<file path="config.mk">
export PLATFORM = sky130hd
export DESIGN_NAME = pow_arb
export DESIGN_NICKNAME = d
export VERILOG_FILES = /design/src/rtl/pow_arb_pkg.sv /design/src/rtl/pow_arb_fifo.sv /design/src/rtl/pow_arb.sv
export SDC_FILE = /design/constraint.sdc
export NUM_CORES = 1
export LEC_CHECK = 0
export ABC_CLOCK_PERIOD_IN_PS = 2750
export BUFFER_PORTS_ARGS = -buffer_cell sky130_fd_sc_hd__buf_2
export CAP_MARGIN = 10
export CORE_UTILIZATION = 55
export CTS_CLUSTER_DIAMETER = 120
export DETAILED_ROUTE_END_ITERATION = 6
export PLACE_DENSITY_LB_ADDON = 0.3
export SYNTH_ARGS = -nofsm -noshare
export SYNTH_HDL_FRONTEND = slang
export SYNTH_SLANG_ARGS = --single-unit
</file>
<file path="constraint.sdc">
create_clock -name clk -period 2.75 [get_ports clk]
set_clock_uncertainty 0.15 [all_clocks]
set_input_delay 0.275 -clock clk [delete_from_list [all_inputs] [get_ports clk]]
set_output_delay 0.275 -clock clk [all_outputs]
set_load 0.005 [all_outputs]
</file>
<file path="src/rtl/pow_arb_pkg.sv">
// Shared defaults and requester IDs for the two-requester power-engine arbiter.
package pow_arb_pkg;
   localparam int   FIFO_DEPTH_DEF = 4;
   localparam int   DATA_W_DEF     = 32;
   localparam logic TID_REQ0       = 1'b0;
   localparam logic TID_REQ1       = 1'b1;
endpackage

</file>
<file path="src/rtl/pow_arb_fifo.sv">
// Synchronous first-word-fall-through return buffer; writes become visible the cycle after the push.
module pow_arb_fifo #(
   parameter int DEPTH  = 4,
   parameter int DATA_W = 32
) (
   input  logic              clk,
   input  logic              rst,
   input  logic              push,
   input  logic [DATA_W-1:0] push_data,
   input  logic              pop,
   output logic [DATA_W-1:0] head,
   output logic              full,
   output logic              empty
);
   localparam int AW = $clog2(DEPTH);
   localparam logic [AW:0] PTR_ONE = 1;

   logic [DATA_W-1:0] mem [DEPTH];
   logic [AW:0]       wr_ptr;
   logic [AW:0]       rd_ptr;
   logic              pop_en;
   logic              push_en;

   assign empty   = (wr_ptr == rd_ptr);
   assign full    = (wr_ptr[AW] != rd_ptr[AW]) && (wr_ptr[AW-1:0] == rd_ptr[AW-1:0]);
   assign pop_en  = pop & ~empty;
   // A pop frees the head slot in the same cycle, so a full buffer may still take a push.
   assign push_en = push & (~full | pop_en);
   assign head    = mem[rd_ptr[AW-1:0]];

   always_ff @(posedge clk) begin
      if (rst) begin
         wr_ptr <= '0;
         rd_ptr <= '0;
      end else begin
         if (push_en) wr_ptr <= wr_ptr + PTR_ONE;
         if (pop_en)  rd_ptr <= rd_ptr + PTR_ONE;
      end
   end

   always_ff @(posedge clk) begin
      if (push_en) mem[wr_ptr[AW-1:0]] <= push_data;
   end
endmodule

</file>
<file path="src/rtl/pow_arb.sv">
// Round-robin arbiter sharing one power engine between two requesters, with
// per-requester credit counting and result return buffers.
module pow_arb
   import pow_arb_pkg::*;
#(
   parameter int FIFO_DEPTH = FIFO_DEPTH_DEF,
   parameter int DATA_W     = DATA_W_DEF
) (
   input  logic              clk,
   input  logic              rst,
   input  logic              s0_tvalid,
   output logic              s0_tready,
   input  logic [DATA_W-1:0] s0_tdata,
   input  logic              s1_tvalid,
   output logic              s1_tready,
   input  logic [DATA_W-1:0] s1_tdata,
   output logic              e_tvalid,
   input  logic              e_tready,
   output logic [DATA_W-1:0] e_tdata,
   output logic              e_tid,
   input  logic              r_tvalid,
   output logic              r_tready,
   input  logic [DATA_W-1:0] r_tdata,
   input  logic              r_tid,
   output logic              m0_tvalid,
   input  logic              m0_tready,
   output logic [DATA_W-1:0] m0_tdata,
   output logic              m1_tvalid,
   input  logic              m1_tready,
   output logic [DATA_W-1:0] m1_tdata,
   output logic              err_ovf
);
   localparam int CW = $clog2(FIFO_DEPTH) + 1;
   localparam logic [CW-1:0] CNT_MAX = CW'(FIFO_DEPTH);
   localparam logic [CW-1:0] CNT_ONE = 1;

   logic [CW-1:0] cnt_0;
   logic [CW-1:0] cnt_1;
   logic          last_gnt;
   logic          lock_q;
   logic          lock_id_q;
   logic          elig_0;
   logic          elig_1;
   logic          gnt_any;
   logic          gnt_id;
   logic          issue;
   logic          issue_0;
   logic          issue_1;
   logic          push_0;
   logic          push_1;
   logic          pop_0;
   logic          pop_1;
   logic          full_0;
   logic          full_1;
   logic          empty_0;
   logic          empty_1;

   assign elig_0 = s0_tvalid & (cnt_0 < CNT_MAX);
   assign elig_1 = s1_tvalid & (cnt_1 < CNT_MAX);

   // A stalled grant is pinned so a credit freed mid-stall cannot swap the offered operand.
   always_comb begin
      gnt_any = 1'b0;
      gnt_id  = TID_REQ0;
      if (!rst) begin
         if (lock_q && ((lock_id_q == TID_REQ1) ? elig_1 : elig_0)) begin
            gnt_any = 1'b1;
            gnt_id  = lock_id_q;
         end else if (elig_0 && elig_1) begin
            gnt_any = 1'b1;
            gnt_id  = ~last_gnt;
         end else if (elig_0) begin
            gnt_any = 1'b1;
            gnt_id  = TID_REQ0;
         end else if (elig_1) begin
            gnt_any = 1'b1;
            gnt_id  = TID_REQ1;
         end
      end
   end

   assign e_tvalid  = gnt_any;
   assign e_tid     = gnt_id;
   assign e_tdata   = (gnt_id == TID_REQ1) ? s1_tdata : s0_tdata;
   assign issue     = gnt_any & e_tready;
   assign issue_0   = issue & (gnt_id == TID_REQ0);
   assign issue_1   = issue & (gnt_id == TID_REQ1);
   assign s0_tready = issue_0;
   assign s1_tready = issue_1;
   assign r_tready  = 1'b1;

   assign push_0    = r_tvalid & (r_tid == TID_REQ0);
   assign push_1    = r_tvalid & (r_tid == TID_REQ1);
   assign m0_tvalid = ~empty_0 & ~rst;
   assign m1_tvalid = ~empty_1 & ~rst;
   assign pop_0     = m0_tvalid & m0_tready;
   assign pop_1     = m1_tvalid & m1_tready;

   always_ff @(posedge clk) begin
      if (rst) begin
         last_gnt  <= TID_REQ1;
         lock_q    <= 1'b0;
         lock_id_q <= TID_REQ0;
         err_ovf   <= 1'b0;
      end else begin
         if (issue) last_gnt <= gnt_id;
         lock_q    <= gnt_any & ~e_tready;
         lock_id_q <= gnt_id;
         if ((push_0 & full_0 & ~pop_0) | (push_1 & full_1 & ~pop_1)) err_ovf <= 1'b1;
      end
   end

   // Credits: issued-but-unreturned plus buffered; floor at zero guards against stray results.
   always_ff @(posedge clk) begin
      if (rst) begin
         cnt_0 <= '0;
         cnt_1 <= '0;
      end else begin
         if (issue_0 && !pop_0)                      cnt_0 <= cnt_0 + CNT_ONE;
         else if (pop_0 && !issue_0 && cnt_0 != '0)  cnt_0 <= cnt_0 - CNT_ONE;
         if (issue_1 && !pop_1)                      cnt_1 <= cnt_1 + CNT_ONE;
         else if (pop_1 && !issue_1 && cnt_1 != '0)  cnt_1 <= cnt_1 - CNT_ONE;
      end
   end

   pow_arb_fifo #(.DEPTH(FIFO_DEPTH), .DATA_W(DATA_W)) u_fifo_0 (
      .clk       (clk),
      .rst       (rst),
      .push      (push_0),
      .push_data (r_tdata),
      .pop       (pop_0),
      .head      (m0_tdata),
      .full      (full_0),
      .empty     (empty_0)
   );

   pow_arb_fifo #(.DEPTH(FIFO_DEPTH), .DATA_W(DATA_W)) u_fifo_1 (
      .clk       (clk),
      .rst       (rst),
      .push      (push_1),
      .push_data (r_tdata),
      .pop       (pop_1),
      .head      (m1_tdata),
      .full      (full_1),
      .empty     (empty_1)
   );
endmodule

</file>
==> metrics.csv <==
metric,value,unit
Synth Instances,532,
P_sw,1.93,mW
hpwl dp,14400,um
Die ar.,20600,um2
Worst path max stage delay,0.50,ns
Int Power,7.28,mW
TritonCTS clock tree,done,
clock latency on the worst-skew pair,0.53,ns
H-tree Lvls,1,
area grow syn2layout,25.4,%
Slew @ Worst Pin,0.659,ns
startpoint types,flop,
Pre-antenna DRT Iters,5,
"Reg clk slew, reported paths",0.06,ns
Final Power,9.21,mW
Horiz. Die Dim,143,um
final hold violation count,0,
Max IR drop VDD,358,uV
clock tree buffer depth,3,
synthesized area,11000,um2
gpl congestion,0.847,
critical-path cell list,xnor2_1 -> a31oi_4 -> nor2_1 -> inv_2 -> fa_1 -> or4_1 -> a31oi_1,
I/O pin cnt,209,
#FFs+latches synth,282,
WL final,23700,um
crit path DAT,2.88,ns
Crit path required time,3.05,ns
Worst Hold Class,in2reg,
Clk pwr share,0.389,
postcts setup bufs,0,
# fillers,1237,
Initial Util,0.564,
hold_ws,0.0790,ns
nets,919,
part of the Yosys area used for sequential elements,0.746,
Worst setup EP type,flop,
DR vias/cell,5.64,
residual DRC count,0,
Relative slew margins,0.554,
core area,19500,um2
minimum clock period after layout,2.58,ns
Syn Nets,649,
row cnt,51,
antenna violations before repair,0,
proportion of layout cells with a drive suffix above 1,0.456,
run status,"complete, no violations",
Avg WL per Cell,21.8,um
sequential share of power,0.525,
post-layout instance area,13800,um2
RSZ-0062 raised after global routing,false,
Worst Path Max Fanout,7,
port bufs,207,
Net Sw Frac,0.210,
max cap viols,0,
Setup TNS,0,ns
vias in the first global route,6437,
CTS sink cnt,282,
Max Clk Rate,388,MHz
Post-DRT Antenna Nets,0,
first-pass GRT wire length,35200,um
P per Cell Area,667,nW/um2
synth unique cells,41,
synth warn,0,
Num CTS Buffers,28,
chip height,143,um
Static Leak,4.91,nW
CP max-delay cell,or4_1,
Antenna diodes,0,
Final Cycle Share,0.937,
Total GRT Usage,0.235,
area of placed instances,12600,um2
root buffer cell,clkbuf_16,
Setup CP Type,reg2reg,
Comb power frac,0.086,
Post-Syn Area per Cell,20.7,um2
First DRT Iteration DRCs,365,
# setup viols final,0,
largest net degree at the start of global routing,35,
via count,6142,
Slew Limit Fails,0,
grt total ovfl,0,
==> metal layers <==
| layer | GRT usage | routed length, um |
|---|---|---|
| met5 | 0 | 0 |
| met3 | 0.0390 | 1530 |
| met1 | 0.288 | 9170 |
| met2 | 0.431 | 12600 |
| met4 | 0.0666 | 480 |
==> critical path: cells and delay by family (launching register included) <==
kind / cells / cell delay [ns]
adder cells (fa/ha/maj): 1 / 0.38
XOR/XNOR: 1 / 0.43
AND/OR/NAND/NOR: 2 / 0.70
flip-flops: 1 / 0.37
buffers and inverters: 1 / 0.09
AO/OA/AOI/OAI: 2 / 0.38
==> cell usage after synthesis <==
| master | count | share of area |
|---|---|---|
| buf_6 | 1 | 0.0010 |
| o21ai_0 | 5 | 0.0023 |
| xor2_1 | 4 | 0.0032 |
| nand3_1 | 3 | 0.0014 |
| nand4_1 | 2 | 0.0011 |
| nor2_1 | 23 | 0.0078 |
| a21boi_1 | 1 | 0.00068 |
| nand2_1 | 11 | 0.0038 |
| or2_2 | 1 | 0.00057 |
| mux2_2 | 32 | 0.033 |
| a21oi_1 | 6 | 0.0027 |
| fa_1 | 2 | 0.0036 |
| and2_1 | 8 | 0.0045 |
| buf_1 | 3 | 0.0010 |
| inv_2 | 1 | 0.00034 |
| a21o_1 | 1 | 0.00068 |
| nand2b_1 | 5 | 0.0028 |
| a41oi_1 | 1 | 0.00080 |
| nand2_2 | 1 | 0.00057 |
| nor2b_1 | 5 | 0.0028 |
| a41oi_2 | 1 | 0.0015 |
| inv_1 | 10 | 0.0034 |
| buf_4 | 1 | 0.00068 |
| or4_1 | 1 | 0.00068 |
| ha_1 | 10 | 0.011 |
| clkbuf_1 | 7 | 0.0024 |
| a31oi_2 | 1 | 0.0011 |
| a31oi_1 | 3 | 0.0017 |
| buf_2 | 9 | 0.0041 |
| conb_1 | 1 | 0.00034 |
| nor3_1 | 3 | 0.0014 |
| mux4_2 | 64 | 0.13 |
| a32oi_1 | 1 | 0.00080 |
| mux2i_1 | 3 | 0.0027 |
| a41o_1 | 1 | 0.00091 |
| a31oi_4 | 1 | 0.0019 |
| o311ai_1 | 2 | 0.0016 |
| dfxtp_1 | 26 | 0.047 |
| edfxtp_1 | 256 | 0.70 |
| a311o_1 | 2 | 0.0018 |
| xnor2_1 | 13 | 0.010 |
==> worst paths after layout <==
check | depth (start not counted) | to | slack [ns] | start
hold / removal | 3 | u_fifo_1.wr_ptr[0] | 0.08 | rst
hold reg to reg | 2 | last_gnt | 0.34 | last_gnt
setup / recovery | 7 | cnt_1[2] | 0.17 | u_fifo_1.wr_ptr[0]
setup reg to reg | 7 | cnt_1[2] | 0.17 | u_fifo_1.wr_ptr[0]
==> cell families after synthesis <==
logic type,Yosys count,share of synthesized area
AND/OR/NAND/NOR,63,0.0275
other,1,0.000341
buffers and inverters,32,0.0130
multiplexers,99,0.166
adder cells (fa/ha/maj),12,0.0150
XOR/XNOR,17,0.0135
AO/OA/AOI/OAI,26,0.0185
flip-flops,282,0.746
==> final cells by class <==
| class | count | area (um2) | area share |
|---|---|---|---|
| timing repair buffer | 261 | 1680 | 0.122 |
| clock buffer | 41 | 791 | 0.0573 |
| tap | 265 | 332 | 0.0240 |
| inverter | 11 | 41.3 | 0.00299 |
| clock inverter | 11 | 77.6 | 0.00562 |
| sequential | 282 | 8210 | 0.595 |
| multi-input combinational | 218 | 2670 | 0.193 |
==> registers in the layout (all words and copies together) (netlist names), named ones only <==
register and cells:
lock_q 1, last_gnt 1, u_fifo_1.rd_ptr 3, cnt_1 3, u_fifo_0.wr_ptr 3, u_fifo_0.rd_ptr 3
u_fifo_1.wr_ptr 3, lock_id_q 1, err_ovf 1, cnt_0 3, u_fifo_0.mem 128, u_fifo_1.mem 128
==> metrics by stage <==
step,std cells,setup WS (ns),util
finish,1089,0.174,0.707
global route,1089,0.0124,0.707
CTS,1089,0.0904,0.707
detailed placement,1000,0.195,0.644
global placement,1000,0.295,0.644
floorplan,532,0.304,-
==> power groups by stage <==
stage / clock network, mW / logic, mW / registers, mW
floorplan: 0 / 0.397 / 4.90
global placement: 0 / 0.733 / 4.92
detailed placement: 0 / 0.756 / 4.93
CTS: 3.65 / 0.805 / 4.84
global route: 3.81 / 0.862 / 4.84
finish: 3.58 / 0.794 / 4.84
==> what timing repair did <==
item	4_1_cts	5_1_grt
endpoints found under the setup margin	0	1
endpoints found under the hold margin	261	0
resized for setup	0	1
hold buffers	37	0
==> cell usage in the layout (no fill, tap or decap), drive strengths merged, types with 2 or more instances in the layout <==
| cell type | count |
|---|---|
| edfxtp | 256 |
| buf | 224 |
| mux4 | 64 |
| clkbuf | 41 |
| dlygate4sd3 | 37 |
| mux2 | 32 |
| dfxtp | 26 |
| nor2 | 23 |
| xnor2 | 13 |
| nand2 | 12 |
| inv | 12 |
| ha | 10 |
| clkinv | 9 |
| and2 | 8 |
| a21oi | 6 |
| nand2b | 5 |
| o21ai | 5 |
| nor2b | 5 |
| a31oi | 5 |
| xor2 | 4 |
| nand3 | 3 |
| nor3 | 3 |
| mux2i | 3 |
| a311o | 2 |
| o311ai | 2 |
| nand4 | 2 |
| fa | 2 |
| a41oi | 2 |
(Power assumes the default switching activity.)
